### src/rtl/mode_counter_if.sv
// Control and status bundle for mode_counter. The master drives the counter
// controls and observes the count/status; the slave is the counter itself.
interface mode_counter_if #(
  parameter int unsigned WIDTH  = 8,
  parameter int unsigned STEP_W = 4
);
  logic              enable;
  logic              dir;
  logic              mode;
  logic [STEP_W-1:0] step;
  logic [WIDTH-1:0]  limit;
  logic              load;
  logic [WIDTH-1:0]  load_value;
  logic              clr_flags;
  logic [WIDTH-1:0]  count;
  logic [WIDTH-1:0]  next_count;
  logic              tc;
  logic              wrap_flag;
  logic              at_limit;
  logic              at_zero;

  modport master (
    output enable, dir, mode, step, limit, load, load_value, clr_flags,
    input  count, next_count, tc, wrap_flag, at_limit, at_zero
  );

  modport slave (
    input  enable, dir, mode, step, limit, load, load_value, clr_flags,
    output count, next_count, tc, wrap_flag, at_limit, at_zero
  );
endinterface

### src/rtl/mode_counter.sv
// Programmable modulo counter: up/down, runtime step and limit, parallel load,
// wrap or saturate at the boundary, with event pulse, sticky flag and lookahead.
module mode_counter #(
  parameter int unsigned WIDTH       = 8,
  parameter int unsigned STEP_W      = 4,
  parameter int unsigned RESET_VALUE = 0
) (
  input logic           clk,
  input logic           reset,
  mode_counter_if.slave cnt
);
  // Two spare bits so count + step and count + limit + 1 never overflow.
  localparam int unsigned CW = ((WIDTH > STEP_W) ? WIDTH : STEP_W) + 2;
  localparam logic [WIDTH-1:0] RstVal = WIDTH'(RESET_VALUE);

  logic [WIDTH-1:0] count_q, count_d;
  logic             tc_q, tc_d;
  logic             flag_q, flag_d;

  logic [CW-1:0] cnt_w, lim_w, lim1_w, step_w, s_w, sum_w;

  assign cnt_w  = CW'(count_q);
  assign lim_w  = CW'(cnt.limit);
  assign lim1_w = lim_w + CW'(1);
  assign step_w = CW'(cnt.step);
  // A step larger than the whole range would skip past a full period.
  assign s_w    = (step_w > lim1_w) ? lim1_w : step_w;
  assign sum_w  = cnt_w + s_w;

  // Next count and boundary event, in priority order reset > load > enable.
  always_comb begin
    count_d = count_q;
    tc_d    = 1'b0;
    if (reset) begin
      count_d = RstVal;
    end else if (cnt.load) begin
      count_d = (cnt.load_value > cnt.limit) ? cnt.limit : cnt.load_value;
    end else if (cnt.enable && (s_w != '0)) begin
      if (cnt_w > lim_w) begin
        // Limit was lowered below the current count: snap back into range.
        count_d = cnt.mode ? cnt.limit : '0;
        tc_d    = 1'b1;
      end else if (cnt.dir) begin
        if (sum_w <= lim_w) begin
          count_d = WIDTH'(sum_w);
        end else if (cnt.mode) begin
          count_d = cnt.limit;
          tc_d    = (count_q != cnt.limit);
        end else begin
          count_d = WIDTH'(sum_w - lim1_w);
          tc_d    = 1'b1;
        end
      end else begin
        if (cnt_w >= s_w) begin
          count_d = WIDTH'(cnt_w - s_w);
        end else if (cnt.mode) begin
          count_d = '0;
          tc_d    = (count_q != '0);
        end else begin
          count_d = WIDTH'(cnt_w + lim1_w - s_w);
          tc_d    = 1'b1;
        end
      end
    end
    // Set wins over clear when both happen in the same cycle.
    flag_d = reset ? 1'b0 : (tc_d | (flag_q & ~cnt.clr_flags));
  end

  // State register; reset value comes through count_d so reset is synchronous.
  always_ff @(posedge clk) begin
    count_q <= count_d;
    tc_q    <= tc_d;
    flag_q  <= flag_d;
  end

  assign cnt.count      = count_q;
  assign cnt.next_count = count_d;
  assign cnt.tc         = tc_q;
  assign cnt.wrap_flag  = flag_q;
  assign cnt.at_limit   = (count_q == cnt.limit);
  assign cnt.at_zero    = (count_q == '0);
endmodule
### src/flat_wrapper.sv
// flat-port wrapper written by rule: the top's interface ports become plain ports
module mode_counter_flat 
#(
  parameter int unsigned WIDTH       = 8,
  parameter int unsigned STEP_W      = 4,
  parameter int unsigned RESET_VALUE = 0
)
  (clk, reset, cnt_enable, cnt_dir, cnt_mode, cnt_step, cnt_limit, cnt_load, cnt_load_value, cnt_clr_flags, cnt_count, cnt_next_count, cnt_tc, cnt_wrap_flag, cnt_at_limit, cnt_at_zero);
  mode_counter_if #(.WIDTH(WIDTH), .STEP_W(STEP_W)) cnt_i ();
  input logic clk;
  input logic reset;
  input wire logic [$bits(cnt_i.enable)-1:0] cnt_enable;
  input wire logic [$bits(cnt_i.dir)-1:0] cnt_dir;
  input wire logic [$bits(cnt_i.mode)-1:0] cnt_mode;
  input wire logic [$bits(cnt_i.step)-1:0] cnt_step;
  input wire logic [$bits(cnt_i.limit)-1:0] cnt_limit;
  input wire logic [$bits(cnt_i.load)-1:0] cnt_load;
  input wire logic [$bits(cnt_i.load_value)-1:0] cnt_load_value;
  input wire logic [$bits(cnt_i.clr_flags)-1:0] cnt_clr_flags;
  output wire logic [$bits(cnt_i.count)-1:0] cnt_count;
  output wire logic [$bits(cnt_i.next_count)-1:0] cnt_next_count;
  output wire logic [$bits(cnt_i.tc)-1:0] cnt_tc;
  output wire logic [$bits(cnt_i.wrap_flag)-1:0] cnt_wrap_flag;
  output wire logic [$bits(cnt_i.at_limit)-1:0] cnt_at_limit;
  output wire logic [$bits(cnt_i.at_zero)-1:0] cnt_at_zero;
  assign cnt_i.enable = cnt_enable;
  assign cnt_i.dir = cnt_dir;
  assign cnt_i.mode = cnt_mode;
  assign cnt_i.step = cnt_step;
  assign cnt_i.limit = cnt_limit;
  assign cnt_i.load = cnt_load;
  assign cnt_i.load_value = cnt_load_value;
  assign cnt_i.clr_flags = cnt_clr_flags;
  assign cnt_count = cnt_i.count;
  assign cnt_next_count = cnt_i.next_count;
  assign cnt_tc = cnt_i.tc;
  assign cnt_wrap_flag = cnt_i.wrap_flag;
  assign cnt_at_limit = cnt_i.at_limit;
  assign cnt_at_zero = cnt_i.at_zero;
  mode_counter #(.WIDTH(WIDTH), .STEP_W(STEP_W), .RESET_VALUE(RESET_VALUE)) u_core (.clk(clk), .reset(reset), .cnt(cnt_i));
endmodule
### config.mk
export PLATFORM = sky130hd
export DESIGN_NAME = mode_counter_flat
export DESIGN_NICKNAME = d
export VERILOG_FILES = /design/src/rtl/mode_counter_if.sv /design/src/rtl/mode_counter.sv /design/src/flat_wrapper.sv
export SDC_FILE = /design/constraint.sdc
export NUM_CORES = 1
export LEC_CHECK = 0
export BUFFER_PORTS_ARGS = -buffer_cell sky130_fd_sc_hd__clkbuf_2
export CORE_AREA = 2 2 64 126
export CTS_BUF_LIST = sky130_fd_sc_hd__clkbuf_8 sky130_fd_sc_hd__clkbuf_16
export DETAILED_ROUTE_END_ITERATION = 8
export DIE_AREA = 0 0 66 128
export PLACE_DENSITY_LB_ADDON = 0.25
export SKIP_CTS_REPAIR_TIMING = 1
export SYNTH_ARGS = -nofsm -noshare
export SYNTH_HDL_FRONTEND = slang
export SYNTH_SLANG_ARGS = --single-unit
export TNS_END_PERCENT = 1
### constraint.sdc
create_clock -name clk -period 13.5 [get_ports clk]
set_clock_uncertainty 0.05 [all_clocks]
set_input_delay 1.35 -clock clk [delete_from_list [all_inputs] [get_ports clk]]
set_output_delay 1.35 -clock clk [all_outputs]
set_load 0.005 [all_outputs]
==> impl_metrics.env, run 1 <==
export IMPL_coreArea_sq_um=7545
export IMPL_fin_ws_ps=4527
export IMPL_antenna_found_initial=0
export IMPL_crit_required_ps=12100
export IMPL_ys_types=68
export IMPL_r2r_cells=16
export IMPL_ys_top_cells_by_area="ha_1, dfxtp_1, a21oi_1"
export IMPL_wl_per_cell_um=19.55
export IMPL_htreeDepth=1
export IMPL_grt_pass1_vias=3362
export IMPL_area_growth_pct=12.03
export IMPL_start_kind="input port"
export IMPL_synth_edff_count=0
export IMPL_grt_max_degree=22
export IMPL_first_iter_violations=176
export IMPL_synth_top_area_share_pct=22.09
export IMPL_placed_area_sq_um=3592
export IMPL_ys_ff_latch=10
export IMPL_hold_class="reg -> reg"
export IMPL_cts_root_buf="clkbuf_16"
export IMPL_worstPathMaxFanout=8
export IMPL_fin_worst_hold_slack_ps=419.6
export IMPL_outcome="finished clean"
export IMPL_start_util_pct=43.55
export IMPL_dr_total_vias=3487
export IMPL_drc=0
export IMPL_synth_flop_cell="dfxtp_1"
export IMPL_worstSetupPathType="in -> out"
export IMPL_grt_usage_pct=26.99
export IMPL_final_cell_area_sq_um=3681
export IMPL_row_count=45
export IMPL_powerDensity_nw_per_um2=111.4
export IMPL_hold_path_depth=2
export IMPL_path_clk_slew_ps=40
export IMPL_mappedNetlistArea_sq_um=3286
export IMPL_synth_area_per_cell_sq_um=7.501
export IMPL_rsz0062_at_grt="false"
export IMPL_layout_nets=575
export IMPL_ctsLongestPathBuffers=2
export IMPL_dp_hpwl_um=9278
export IMPL_relSlewSlack_pct=54.73
export IMPL_async_reset_ff_share_pct=0
export IMPL_grt_pass1_wl_um=16930
export IMPL_avgViaCountPerCell=6.054
export IMPL_drv_slew=0
export IMPL_fin_crit_sh_pct=66.46
export IMPL_arrival_ps=7570
export IMPL_ant_nets=0
export IMPL_tritoncts="yes"
export IMPL_yosysWarnings=0
export IMPL_gp_congestion=0.9476
export IMPL_hold_viol_final=0
export IMPL_cts_sinks=10
export IMPL_syn_inst=438
export IMPL_routed_wirelength_um=11260
export IMPL_dieArea_sq_um=8448
export IMPL_cts_buffers=3
export IMPL_cap_violations=0
export IMPL_setup_tns_ps=0
export IMPL_clk_insertion_delay_late_ps=250
export IMPL_crit_path_end_kind="output pin"
export IMPL_synth_sequential_area_ratio_pct=6.093
export IMPL_fmax_mhz=111.5
export IMPL_synth_top_area_cell="ha_1"
export IMPL_numPortBuffers=46
export IMPL_p_leak_nw=1.757
export IMPL_die_w_um=66
export IMPL_drt_pass1_iter_count=5
export IMPL_ir_drop_mv=0.04269
export IMPL_tightest_slew_ps=674.5
export IMPL_overflow=0
export IMPL_dpl_worst_slack_ps=4585
export IMPL_min_period_ps=8973
export IMPL_ios=47
export IMPL_drive_gt1_share_pct=14.52
export IMPL_die_h_um=128
export IMPL_setup_viol=0
export IMPL_n_antenna_cell=0
-- flip-flops by register name (all words and copies together), names as in the netlist --
name and count:
u_core.cnt.count 8, u_core.cnt.tc 1, u_core.cnt.wrap_flag 1
-- metal layers --
layer | GRT usage, % | vias to the layer above | part of all wire, %
met5 | 0 | - | 0
met2 | 52.58 | 126 | 55
met4 | 17.89 | 0 | 6.7
met1 | 25.24 | 1630 | 35
met3 | 2.283 | 48 | 3.7
li1 | - | 1683 | -
-- placed cells by master, fill, tap and decap left out, types with 7 or more instances in the layout --
cell / count
nor3_1: 11
nand4_1: 8
xnor2_1: 18
nand2b_1: 8
and3_1: 7
a21oi_1: 33
fa_1: 7
xor2_1: 10
nand3_1: 15
ha_1: 58
a31oi_1: 7
o21a_1: 7
clkbuf_2: 46
nand2_1: 17
mux2i_1: 8
inv_1: 44
conb_1: 8
dfxtp_1: 10
o21ai_0: 14
nor2_1: 44
-- synth_stat cells, types with 3 or more instances --
library cell	n
a211oi_1	5
a21o_1	4
a21oi_1	33
a31oi_1	7
and2_1	3
and3_1	7
clkbuf_1	10
dfxtp_1	10
fa_1	7
ha_1	58
inv_1	44
mux2_2	3
mux2i_1	8
nand2_1	17
nand2b_1	8
nand3_1	15
nand4_1	8
nor2_1	44
nor2b_1	6
nor3_1	11
nor3b_1	3
o211ai_1	6
o21a_1	7
o21ai_0	14
o21bai_1	6
o22ai_1	5
o31ai_1	5
o32ai_1	3
o41ai_1	4
or2_2	3
xnor2_1	18
xor2_1	10
-- cell type report --
type                    count  area (sq um)
well taps                  94         117.6
clock buffers               4         88.84
flip-flops and latches     10         200.2
repair buffers             49         252.7
fillers                   790          3864
multi-input cells         375          2856
inverters                  44         165.2
-- worst paths after layout --
kind	startpoint	to	slack, ps
max	cnt_limit[0]	cnt_next_count[7]	4530
min	u_core.cnt.wrap_flag	u_core.cnt.wrap_flag	420
max reg2reg	u_core.cnt.count[1]	u_core.cnt.count[7]	9140
min reg2reg	u_core.cnt.wrap_flag	u_core.cnt.wrap_flag	420
-- kinds of logic after synthesis --
kind of cell             Yosys count  share of synthesized area [%]
AND/OR/NAND/NOR                  132                          19.88
AO/OA/AOI/OAI                    127                          27.00
adder cells (fa/ha/maj)           67                          27.00
buffers and inverters             59                          7.654
XOR/XNOR                          30                          8.682
multiplexers                      11                          3.465
flip-flops                        10                          6.093
other                              2                         0.2286
-- critical path, cell delays in order --
cell,delay (ps)
clkbuf_2,160
ha_1,440
inv_1,110
ha_1,300
nor2b_1,120
o21ai_0,90
maj3_2,340
a2111oi_4,580
nand2_1,100
o21ai_0,130
ha_1,260
inv_1,70
fa_1,410
nand2b_1,190
a211oi_1,360
nor2_1,70
o21bai_1,160
xnor2_1,230
ha_1,320
o21a_1,120
o21a_1,180
o22ai_1,150
a31o_2,150
nand3_1,280
o311ai_0,450
a211oi_1,100
a21oi_1,190
clkbuf_2,150
-- power by group --
group,internal [mW],total [mW],switching [mW]
Sequential,0.0335,0.0422,0.00864
Clock,0.0449,0.0625,0.0176
Combinational,0.127,0.305,0.178
Total,0.206,0.410,0.204
-- per-stage QoR --
stage,power [mW],util (%),instances
2_1_floorplan,0.2621,-,444
5_1_grt,0.4421,48.79,576
3_3_place_gp,0.3394,47.61,572
4_1_cts,0.4064,48.79,576
6_report,0.4100,48.79,576
3_5_place_dp,0.3419,47.61,572
Note: power is estimated with default switching activity, not from simulation.
==> run 2: changes to the inputs <==
--- a/config.mk
+++ b/config.mk
@@ -5,11 +5,12 @@
 export SDC_FILE = /design/constraint.sdc
 export NUM_CORES = 1
 export LEC_CHECK = 0
+export ABC_AREA = 1
 export BUFFER_PORTS_ARGS = -buffer_cell sky130_fd_sc_hd__clkbuf_2
-export CORE_AREA = 2 2 64 126
+export CORE_AREA = 2 2 64 127
 export CTS_BUF_LIST = sky130_fd_sc_hd__clkbuf_8 sky130_fd_sc_hd__clkbuf_16
 export DETAILED_ROUTE_END_ITERATION = 8
-export DIE_AREA = 0 0 66 128
+export DIE_AREA = 0 0 66 129
 export PLACE_DENSITY_LB_ADDON = 0.25
 export SKIP_CTS_REPAIR_TIMING = 1
 export SYNTH_ARGS = -nofsm -noshare
==> constraint.sdc (replaced) <==
create_clock -name clk -period 8.5 [get_ports clk]
set_clock_uncertainty 0.05 [all_clocks]
set_input_delay 0.85 -clock clk [delete_from_list [all_inputs] [get_ports clk]]
set_output_delay 0.85 -clock clk [all_outputs]
set_load 0.005 [all_outputs]
==> impl_metrics.env, run 2 <==
export IMPL_ys_ff_latch=10
export IMPL_drt_pass1_iter_count=5
export IMPL_die_w_um=66
export IMPL_layout_cells_most_common="nand2_1"
export IMPL_grt_max_degree=17
export IMPL_hold_viol_final=0
export IMPL_worstSetupPathType="in -> out"
export IMPL_crit_path_max_incr_delay_ps=450
export IMPL_avgViaCountPerCell=5.680
export IMPL_clk_insertion_delay_late_ps=240
export IMPL_synth_top_area_cell="ha_1"
export IMPL_overflow=0
export IMPL_antenna_found_initial=0
export IMPL_syn_inst=560
export IMPL_outcome="finished clean"
export IMPL_synth_flop_cell="dfxtp_1"
export IMPL_critPathMostFrequentCell="nand2_1"
export IMPL_yosysMostFrequentCell="nand2_1"
export IMPL_grt_pass1_wl_um=19970
export IMPL_ios=47
export IMPL_numPortBuffers=46
export IMPL_first_iter_violations=241
export IMPL_start_util_pct=43.98
export IMPL_coreArea_sq_um=7545
export IMPL_min_period_ps=7308
export IMPL_ctsLongestPathBuffers=2
export IMPL_synth_sequential_area_ratio_pct=6.033
export IMPL_dieArea_sq_um=8514
export IMPL_cts_buffers=3
export IMPL_finish_utilization_pct=49.42
export IMPL_final_cell_mix="nand2_1, inv_1, a21oi_1"
export IMPL_wl_per_cell_um=18.42
export IMPL_layout_nets=698
export IMPL_drt_met1_wl_um=4453
export IMPL_worstPathMaxFanout=9
export IMPL_ant_nets=0
export IMPL_setup_viol=0
export IMPL_tightest_slew_ps=858.8
export IMPL_cp_slowest_cell="o31ai_1"
export IMPL_start_kind="input port"
export IMPL_arrival_ps=6410
export IMPL_largest_register_ffs=8
export IMPL_cap_violations=0
export IMPL_drv_slew=0
export IMPL_ir_drop_mv=0.1575
export IMPL_synth_top_area_share_pct=21.87
export IMPL_fmax_mhz=136.8
export IMPL_row_count=45
export IMPL_dp_hpwl_um=10790
export IMPL_yosysWarnings=0
export IMPL_mappedNetlistArea_sq_um=3318
export IMPL_n_antenna_cell=0
export IMPL_setup_tns_ps=0
export IMPL_area_growth_pct=12.37
export IMPL_async_reset_ff_share_pct=0
export IMPL_dr_total_vias=3970
export IMPL_crit_path_end_kind="output pin"
export IMPL_fin_worst_hold_slack_ps=429.2
export IMPL_synthTopCellsByCount="nand2_1, inv_1, a21oi_1"
export IMPL_met2_length_um=6488
export IMPL_cts_root_buf="clkbuf_16"
export IMPL_synth_edff_count=0
export IMPL_ys_top_cells_by_area="ha_1, nand2_1, inv_1"
export IMPL_htreeDepth=1
export IMPL_highest_signal_layer="met4"
export IMPL_met3_wirelength_um=639
export IMPL_drc=0
export IMPL_p_leak_nw=2.136
export IMPL_gp_congestion=1.009
export IMPL_cts_sinks=10
export IMPL_drive_gt1_share_pct=10.41
export IMPL_routed_wirelength_um=12870
export IMPL_powerDensity_nw_per_um2=158.2
export IMPL_rsz0062_at_grt="false"
export IMPL_die_h_um=129
export IMPL_relSlewSlack_pct=42.36
export IMPL_tritoncts="yes"
export IMPL_synth_area_per_cell_sq_um=5.925
export IMPL_ys_types=42
export IMPL_crit_required_ps=7600
export IMPL_fin_crit_sh_pct=85.97
export IMPL_hold_class="reg -> reg"
export IMPL_grt_pass1_vias=3962
export IMPL_grt_usage_pct=31.46
export IMPL_path_clk_slew_ps=40
==> run 2: changes by cell type after synthesis, sizes merged, moves of 17 or more <==
| cell | delta |
|---|---|
| inv | +52 |
| o21ai | +29 |
| nand2 | +112 |
| a21oi | +30 |
| xnor2 | -17 |
| nand3 | +30 |
==> run 2: stage by stage <==
stage | power, mW | setup slack [ps] | cells | cell area, sq um
after floorplan | 0.3598 | 2541 | 566 | 3341
after global placement | 0.4853 | 1263 | 695 | 3640
after detailed placement | 0.4875 | 1213 | 695 | 3640
after CTS | 0.5824 | 1214 | 699 | 3729
after global routing | 0.6455 | 579.2 | 699 | 3729
final | 0.5897 | 1192 | 699 | 3729
==> run 2: worst paths after layout <==
kind / start / to / slack [ps] / cells past startpoint
setup / recovery: cnt_limit[0] / cnt_next_count[6] / 1190 / 37
hold / removal: u_core.cnt.wrap_flag / u_core.cnt.wrap_flag / 430 / 2
hold reg to reg: u_core.cnt.wrap_flag / u_core.cnt.wrap_flag / 430 / 2
setup reg to reg: u_core.cnt.count[1] / u_core.cnt.count[1] / 4430 / 22
==> run 2: kinds of logic after synthesis <==
kind of cell               count (synthesis)  synth area share (%)
xor gates and xnor gates                  12                 3.394
buffers and inverters                    108                 12.44
and+or+nand+nor                          235                 30.92
other                                      2                0.2263
adders and majority gates                 65                 26.09
DFF                                       10                 6.033
AOI/OAI and AO/OA                        128                 20.89
==> run 2: cell type report <==
class                      instances  area, sq um
clock buffer                       4        88.84
timing repair buffer              46        230.2
fill                             870         3816
inverter                          97        364.1
sequential                        10        200.2
tap                               94        117.6
multi-input combinational        448         2728
==> run 2: metal layers <==
layer,vias to the layer above,global-route usage (%)
met5,-,0
met4,0,26.41
met3,69,3.759
met2,188,55.79
met1,1774,31.46
li1,1939,-
==> run 2: power breakdown <==
| part | total [mW] | internal, mW | switching, mW |
|---|---|---|---|
| combinational | 0.431 | 0.150 | 0.282 |
| clock | 0.0927 | 0.0707 | 0.0220 |
| sequential | 0.0657 | 0.0523 | 0.0134 |
| total | 0.590 | 0.273 | 0.317 |
==> run 2: critical path, delay by kind of cell <==
kind,cells,cell delay (ps)
fa+ha+maj,5,1670
buf+inv,8,940
compound gates,8,1420
simple gates,15,1270
xor+xnor,1,250
==> run 3: changes to the inputs <==
--- a/config.mk
+++ b/config.mk
@@ -11,7 +11,7 @@
 export CTS_BUF_LIST = sky130_fd_sc_hd__clkbuf_8 sky130_fd_sc_hd__clkbuf_16
 export DETAILED_ROUTE_END_ITERATION = 8
 export DIE_AREA = 0 0 66 129
-export PLACE_DENSITY_LB_ADDON = 0.25
+export PLACE_DENSITY = 0.63
 export SKIP_CTS_REPAIR_TIMING = 1
 export SYNTH_ARGS = -nofsm -noshare
 export SYNTH_HDL_FRONTEND = slang
==> impl_metrics.env, run 3 (synthesis results as in run 2) <==
export IMPL_ios=47
export IMPL_setup_viol=0
export IMPL_routed_wirelength_um=12820
export IMPL_p_leak_nw=2.129
export IMPL_pwr_share_seq_pct=11.3
export IMPL_grt_max_degree=17
export IMPL_n_antenna_cell=0
export IMPL_min_delay_start="u_core.cnt.wrap_flag"
export IMPL_antenna_found_initial=0
export IMPL_fin_crit_sh_pct=87.41
export IMPL_setup_tns_ps=0
export IMPL_dr_total_vias=3974
export IMPL_hold_class="reg -> reg"
export IMPL_reg2reg_to="u_core.cnt.count[6]"
export IMPL_worstPathMaxFanout=9
export IMPL_drive_gt1_share_pct=10.26
export IMPL_coreArea_sq_um=7545
export IMPL_htreeDepth=1
export IMPL_arrival_ps=6530
export IMPL_hold_end="u_core.cnt.wrap_flag"
export IMPL_grt_usage_pct=31.13
export IMPL_cts_sinks=10
export IMPL_relSlewSlack_pct=40.28
export IMPL_rsz0062_at_grt="false"
export IMPL_worstSetupPathType="in -> out"
export IMPL_tritoncts="yes"
export IMPL_combPwrFrac_pct=74.7
export IMPL_rrSetupSlack_ps=4330
export IMPL_start_kind="input port"
export IMPL_crit_path_end_kind="output pin"
export IMPL_drv_slew=0
export IMPL_fmax_mhz=134.6
export IMPL_path_clk_slew_ps=40
export IMPL_die_h_um=129
export IMPL_area_growth_pct=11.95
export IMPL_tightest_slew_ps=889.9
export IMPL_hold_path_depth=2
export IMPL_powerDensity_nw_per_um2=154.5
export IMPL_final_cell_mix="nand2_1, inv_1, a21oi_1"
export IMPL_layout_nets=698
export IMPL_min_period_ps=7430
export IMPL_gp_congestion=0.9599
export IMPL_intPower_mw=0.2619
export IMPL_critPathMostFrequentCell="nand2_1"
export IMPL_clk_insertion_delay_late_ps=230
export IMPL_ant_nets=0
export IMPL_crit_path_max_incr_delay_ps=520
export IMPL_row_count=45
export IMPL_first_iter_violations=240
export IMPL_ctsLongestPathBuffers=2
export IMPL_p_sw_mw=0.3120
export IMPL_grt_pass1_vias=4000
export IMPL_cap_violations=0
export IMPL_outcome="finished clean"
export IMPL_largest_register_ffs=8
export IMPL_finish_utilization_pct=49.24
export IMPL_hold_viol_final=0
export IMPL_start_util_pct=43.98
export IMPL_numPortBuffers=46
export IMPL_cts_root_buf="clkbuf_16"
export IMPL_drt_pass1_iter_count=6
export IMPL_drc=0
export IMPL_dp_hpwl_um=10700
export IMPL_ir_drop_mv=0.1311
export IMPL_cp_slowest_cell="o31ai_1"
export IMPL_cts_buffers=3
export IMPL_layout_cells_most_common="nand2_1"
export IMPL_swShare_pct=54.36
export IMPL_crit_required_ps=7600
export IMPL_timing_rr_start="u_core.cnt.count[1]"
export IMPL_dieArea_sq_um=8514
export IMPL_die_w_um=66
export IMPL_grt_pass1_wl_um=19870
export IMPL_r2r_cells=25
export IMPL_avgViaCountPerCell=5.693
export IMPL_power_share_clock_pct=14.0
export IMPL_wl_per_cell_um=18.37
export IMPL_overflow=0
run 3: cell types whose count changed in the layout (fill, tap and decap cells not counted), sizes merged:
cell,before,now
clkbuf,50,49
run 3: area by class of cell:
| type | instances | area [sq um] |
|---|---|---|
| clock buffer | 3 | 75.07 |
| fill | 873 | 3830 |
| multi-input combinational | 448 | 2728 |
| inverter | 97 | 364.1 |
| sequential | 10 | 200.2 |
| tap | 94 | 117.6 |
| timing repair buffer | 46 | 230.2 |
run 3: metal layers:
| layer | GRT usage [%] | routed length (um) | up-vias |
|---|---|---|---|
| met4 | 19.81 | 950 | 0 |
| met1 | 31.62 | 4580 | 1829 |
| met3 | 2.098 | 513 | 47 |
| met5 | 0 | 0 | - |
| li1 | - | - | 1939 |
| met2 | 58.88 | 6778 | 159 |
run 3: worst max path at each step:
stage	slack [ps]	cells after the start	to	start
after detailed placement	1140	39	cnt_next_count[6]	cnt_limit[0]
final	1070	39	cnt_next_count[6]	cnt_limit[0]
after global placement	1280	39	cnt_next_count[6]	cnt_limit[0]
after CTS	1130	39	cnt_next_count[6]	cnt_limit[0]
after global routing	480	39	cnt_next_count[6]	cnt_limit[0]
after floorplan	2540	37	cnt_next_count[6]	cnt_limit[0]
run 3: worst max-delay path, delay by kind of cell:
kind	cells	cell delay [ps]
XOR/XNOR	1	300
AND/OR/NAND/NOR	16	1300
AO/OA/AOI/OAI	8	1480
buffers and inverters	9	910
adder cells (fa/ha/maj)	5	1700
run 3: power by group through the flow:
stage                     registers [mW]  clock network (mW)  logic, mW
after floorplan                   0.0600                   0      0.300
after global placement            0.0655                   0      0.417
after detailed placement          0.0654                   0      0.419
after CTS                         0.0647              0.0817      0.422
after global routing              0.0653              0.0836      0.484
final                             0.0647              0.0806      0.429
run 3: through the flow:
stage | hold WS (ps) | area (sq um) | std cells | power (mW) | setup WS (ps)
floorplan | 411.5 | 3341 | 566 | 0.3598 | 2541
global route | 481.3 | 3715 | 698 | 0.6330 | 483.4
finish | 476.1 | 3715 | 698 | 0.5739 | 1070
detailed placement | 461.9 | 3640 | 695 | 0.4844 | 1141
CTS | 472.0 | 3715 | 698 | 0.5686 | 1130
global placement | 412.6 | 3640 | 695 | 0.4824 | 1281
